### src/rtl/key_debounce_pkg.sv
// rtl/key_debounce_pkg.sv - shared key definitions and integrator step decision
package key_debounce_pkg;

   localparam int NKEYS_DEF = 13;

   // Bit positions in the keys vector, shared with the SFR and firmware
   typedef enum logic [3:0] {
      KEY0 = 4'd0,  KEY1 = 4'd1,  KEY2 = 4'd2,  KEY3 = 4'd3,
      SW0  = 4'd4,  SW1  = 4'd5,  SW2  = 4'd6,  SW3  = 4'd7,
      SW4  = 4'd8,  SW5  = 4'd9,  SW6  = 4'd10, SW7  = 4'd11,
      SW8  = 4'd12
   } key_idx_e;

   typedef enum logic [1:0] {
      INTEG_HOLD = 2'd0,
      INTEG_UP   = 2'd1,
      INTEG_DOWN = 2'd2
   } integ_op_e;

   // Saturating step: never count past either end of the integrator range
   function automatic integ_op_e integ_op(input logic s, input logic at_max, input logic at_min);
      if (s && !at_max) return INTEG_UP;
      if (!s && !at_min) return INTEG_DOWN;
      return INTEG_HOLD;
   endfunction

endpackage

### src/rtl/debounce_cell.sv
// rtl/debounce_cell.sv - per-key hysteresis integrator with registered press/release pulses
module debounce_cell
   import key_debounce_pkg::*;
#(
   parameter int CNT_W   = 3,
   parameter int DEB_MAX = 7
) (
   input  logic clk,
   input  logic nreset,
   input  logic i_tick,
   input  logic i_s,
   output logic o_level,
   output logic o_press,
   output logic o_release,
   output logic o_press_nxt
);

   localparam logic [CNT_W-1:0] CNT_MAX = CNT_W'(DEB_MAX);

   logic [CNT_W-1:0] r_cnt;
   logic [CNT_W-1:0] w_cnt_nxt;
   logic             r_level;
   logic             w_level_nxt;
   logic             r_press;
   logic             r_release;

   always_comb begin
      w_cnt_nxt = r_cnt;
      if (i_tick) begin
         case (integ_op(i_s, r_cnt == CNT_MAX, r_cnt == '0))
            INTEG_UP:   w_cnt_nxt = r_cnt + CNT_W'(1);
            INTEG_DOWN: w_cnt_nxt = r_cnt - CNT_W'(1);
            default:    w_cnt_nxt = r_cnt;
         endcase
      end
   end

   // Level flips only at the integrator ends, holding anywhere in between
   always_comb begin
      w_level_nxt = r_level;
      if (i_tick) begin
         if (w_cnt_nxt == CNT_MAX) begin
            w_level_nxt = 1'b1;
         end else if (w_cnt_nxt == '0) begin
            w_level_nxt = 1'b0;
         end
      end
   end

   always_ff @(posedge clk or negedge nreset) begin
      if (!nreset) begin
         r_cnt     <= '0;
         r_level   <= 1'b0;
         r_press   <= 1'b0;
         r_release <= 1'b0;
      end else begin
         r_cnt     <= w_cnt_nxt;
         r_level   <= w_level_nxt;
         r_press   <= w_level_nxt & ~r_level;
         r_release <= ~w_level_nxt & r_level;
      end
   end

   assign o_level     = r_level;
   assign o_press     = r_press;
   assign o_release   = r_release;
   assign o_press_nxt = w_level_nxt & ~r_level;

endmodule

### src/rtl/key_debounce.sv
// rtl/key_debounce.sv - synchronises and debounces board keys, emits level and event pulses
module key_debounce
   import key_debounce_pkg::*;
#(
   parameter int NKEYS      = NKEYS_DEF,
   parameter int PRESC      = 50000,
   parameter int PRESC_W    = 16,
   parameter int DEB_MAX    = 7,
   parameter int CNT_W      = 3,
   parameter int ACTIVE_LOW = 1
) (
   input  logic             clk,
   input  logic             nreset,
   input  logic [NKEYS-1:0] keys_raw,
   output logic [NKEYS-1:0] keys,
   output logic [NKEYS-1:0] key_press,
   output logic [NKEYS-1:0] key_release,
   output logic             key_any
);

   localparam logic [NKEYS-1:0]   INACTIVE   = {NKEYS{1'(ACTIVE_LOW != 0)}};
   localparam logic [PRESC_W-1:0] PRESC_LAST = PRESC_W'(PRESC - 1);

   logic [NKEYS-1:0]   r_sync1;
   logic [NKEYS-1:0]   r_sync2;
   logic [NKEYS-1:0]   w_s;
   logic [PRESC_W-1:0] r_presc;
   logic               w_tick;
   logic [NKEYS-1:0]   w_press_nxt;
   logic               r_any;

   // Reset to the idle pin level so reset never looks like a press
   always_ff @(posedge clk or negedge nreset) begin
      if (!nreset) begin
         r_sync1 <= INACTIVE;
         r_sync2 <= INACTIVE;
      end else begin
         r_sync1 <= keys_raw;
         r_sync2 <= r_sync1;
      end
   end

   assign w_s = r_sync2 ^ INACTIVE;

   // With PRESC=1 the counter sits at 0 and the tick is permanently high
   assign w_tick = (r_presc == PRESC_LAST);

   always_ff @(posedge clk or negedge nreset) begin
      if (!nreset) begin
         r_presc <= '0;
      end else if (w_tick) begin
         r_presc <= '0;
      end else begin
         r_presc <= r_presc + PRESC_W'(1);
      end
   end

   for (genvar gi = 0; gi < NKEYS; gi++) begin : g_cell
      debounce_cell #(
         .CNT_W   (CNT_W),
         .DEB_MAX (DEB_MAX)
      ) u_cell (
         .clk         (clk),
         .nreset      (nreset),
         .i_tick      (w_tick),
         .i_s         (w_s[gi]),
         .o_level     (keys[gi]),
         .o_press     (key_press[gi]),
         .o_release   (key_release[gi]),
         .o_press_nxt (w_press_nxt[gi])
      );
   end

   always_ff @(posedge clk or negedge nreset) begin
      if (!nreset) begin
         r_any <= 1'b0;
      end else begin
         r_any <= |w_press_nxt;
      end
   end

   assign key_any = r_any;

endmodule

### config.mk
export PLATFORM = sky130hd
export DESIGN_NAME = key_debounce
export DESIGN_NICKNAME = d
export VERILOG_FILES = /design/src/rtl/key_debounce_pkg.sv /design/src/rtl/debounce_cell.sv /design/src/rtl/key_debounce.sv
export SDC_FILE = /design/constraint.sdc
export NUM_CORES = 1
export LEC_CHECK = 0
export CORE_MARGIN = 2
export CORE_UTILIZATION = 50
export CTS_CLUSTER_SIZE = 24
export DETAILED_ROUTE_END_ITERATION = 12
export GPL_ROUTABILITY_DRIVEN = 0
export MAX_ROUTING_LAYER = met4
export PLACE_DENSITY = 0.76
export SYNTH_ARGS = -nofsm -noshare
export SYNTH_HDL_FRONTEND = slang
export SYNTH_HIERARCHICAL = 1
export SYNTH_SLANG_ARGS = --single-unit
export TNS_END_PERCENT = 30
### constraint.sdc
create_clock -name clk -period 6.54 [get_ports clk]
set_input_delay 0.981 -clock clk [delete_from_list [all_inputs] [get_ports clk]]
set_output_delay 0.981 -clock clk [all_outputs]
set_load 0.01 [all_outputs]
==> results.cfg <==
[die]
pin_count = 55
rows = 44
core_area_um2 = 14500
die_w_um = 126
start_util = 0.512
die_area_um2 = 15900
fp.dieH_um = 126

[clock_tree]
cts.sinks = 121
cts_buffers = 17
cts.hold.buffers_added = 0
root_buffer = clkbuf_16
clock_latency_ps = 430
cts_setup_buffers = 0
clock_path_buffers = 2
cts_tree = done
cts.repair.resized = 0
path_clk_slew_ps = 60
h-tree-depth = 4

[synthesis]
synth_common_cells = a21oi_1 (112), dfrtp_1 (95), nand2_1 (79)
synth.area.top_cells = dfrtp_1 (32%), dfstp_2 (9.2%), a21oi_1 (7.5%)
synth_nets = 847
yosysMostFrequentCell = a21oi_1
synth_area_leader_cell = dfrtp_1
synth_area_um2 = 7440
ys_seq_elements = 121
ys_seq_area_frac = 0.411
avgSynthCellArea_um2 = 9.10
synth_ff_type = dfrtp_1
async_flop_share = 1.00
yosysWarningCount = 6
synth_cells = 818
synth-edff-count = 0
netlist-cell-type-count = 44
synth_top_area_frac = 0.319

[run_status]
status = finished, final reports clean

[final_layout]
syn2layout_area_growth_pct = 11.4
drive_above_1_share = 0.140
final_core_util = 0.571
antenna_cells = 0
nets = 863

[route]
antenna_left = 0
drtIter0Drc = 636
wl_per_cell_um = 14.6
vias_per_cell = 5.75
vias = 5929
drc = 0
drtPass1Iterations = 5
routed_wl_um = 15000

[global_routing]
grt_pass1_vias = 5352
overflow = 0
antenna_found_initial = 0
track_usage = 0.200
grt_max_degree = 84
grt_first_pass_wirelength_um = 25300

[pwr]
power_density_nw_per_um2 = 209
power_leakage_nw = 3.36
peakVddDrop_uv = 157

[timing]
worst_slack_ps = 3510
rsz0062_at_grt = false
max_freq_mhz = 331
fin_tns_setup_ps = 0
final-hold-violation-count = 0
report.final.slew_viol_count = 0
tightest_slew_ps = 1000
relSlewSlack = 0.333
setup_viol = 0
min_period_ps = 3030
finalCritPeriodShare = 0.463
finClkSkew_ps = 8.11

[critical_path]
end_kind = register
critical_path_class = reg -> reg
cp_slowest_cell = and3_2
critPathMaxFanout = 57
start_kind = register
critical-path-max-stage-delay_ps = 720
critPathArrivalTime_ps = 3380
cp_cell_sequence = nor2_1 > nand3_1 > nor4_1 > and3_2 > buf_4 > o21ai_0 > nor3_1 > nor4_1 > nand4_1
cp.required_ps = 6900
crit_top_cell = nor4_1

[placed_design]
port_buffers = 54
hpwl_um = 10100
dp_slack_ps = 3520

[job]
cap_violations = 0

[worst_hold_path]
hp-class = reg -> reg
## cell usage in the layout (no fill, tap or decap), types with 7 or more instances in the layout
| cell type | count |
|---|---|
| dfrtp_1 | 95 |
| fa_1 | 13 |
| xnor2_1 | 22 |
| a31o_2 | 13 |
| o22a_1 | 7 |
| o2111ai_1 | 13 |
| dfstp_2 | 26 |
| nand3_1 | 18 |
| a21oi_1 | 112 |
| o21a_1 | 7 |
| and3_1 | 21 |
| a31oi_1 | 40 |
| clkdlybuf4s50_1 | 53 |
| nor2_2 | 7 |
| nor3_1 | 30 |
| or3_1 | 7 |
| and4b_1 | 7 |
| nand4_1 | 7 |
| o21ai_0 | 7 |
| clkbuf_16 | 17 |
| xor2_1 | 18 |
| a21o_1 | 7 |
| nor3b_1 | 14 |
| nand2_1 | 79 |
| o2bb2ai_1 | 13 |
| o22ai_1 | 12 |
| inv_2 | 24 |
| nor2_1 | 30 |
| inv_1 | 61 |
## state kept, by name, indices dropped and copies added, names as in the netlist
name,cells
g_cell.u_cell/o_press,13
g_cell.u_cell/o_level,13
g_cell.u_cell/o_release,13
r_presc,16
r_sync2,13
r_sync1,13
g_cell.u_cell/r_cnt,39
key_any,1
## cell type report
type | count | area [um^2]
clock buffer | 20 | 457
clock inverter | 12 | 116
fill | 1283 | 6240
inverter | 85 | 319
multi-input combinational | 553 | 3560
sequential | 121 | 3060
tap | 184 | 230
timing repair buffer | 56 | 553
## worst max-delay path: cells and delay by family (launching register included)
family,cells,cell delay [ps]
buffers and inverters,1,580
DFF,1,440
and+or+nand+nor,7,1690
AOI/OAI and AO/OA,1,230
## metrics by stage
step,power [mW],hold WS [ps],instances,instance area (um^2)
floorplan,0.822,345,818,7440
global placement,0.845,346,999,7720
detailed placement,0.846,347,999,7720
CTS,1.76,354,1031,8290
global route,1.80,357,1031,8290
finish,1.74,350,1031,8290
## worst paths after layout
| kind | start | end | slack (ps) | cells after the start |
|---|---|---|---|---|
| setup / recovery | r_presc[4] | key_any | 3510 | 9 |
| hold / removal | r_sync1[8] | r_sync2[8] | 350 | 0 |
| setup reg to reg | r_presc[4] | key_any | 3510 | 9 |
| hold reg to reg | r_sync1[8] | r_sync2[8] | 350 | 0 |
| max in group asynchronous | nreset | r_presc[1] | 4660 | 2 |
| min in group asynchronous | nreset | g_cell[8].u_cell/r_cnt[2] | 510 | 1 |
## routing by layer
layer  up-vias  GRT usage  routed length [um]
met5         -          -                   0
met4         0     0.0711                 244
met2       139      0.299                7150
met3        21     0.0518                 654
met1      2843      0.267                6990
li1       2926          -                   -
## cell families after synthesis
logic type      share of synthesized area
compound gates                      0.221
buf+inv                             0.111
simple gates                        0.173
fa+ha+maj                          0.0367
xor+xnor                           0.0471
flops                               0.411
## report_power, final
| group | switching (mW) | total [mW] | internal [mW] |
|---|---|---|---|
| registers | 0.00245 | 0.766 | 0.764 |
| logic | 0.0429 | 0.0664 | 0.0235 |
| clock network | 0.358 | 0.903 | 0.546 |
Power figures use the tool's default switching activity.
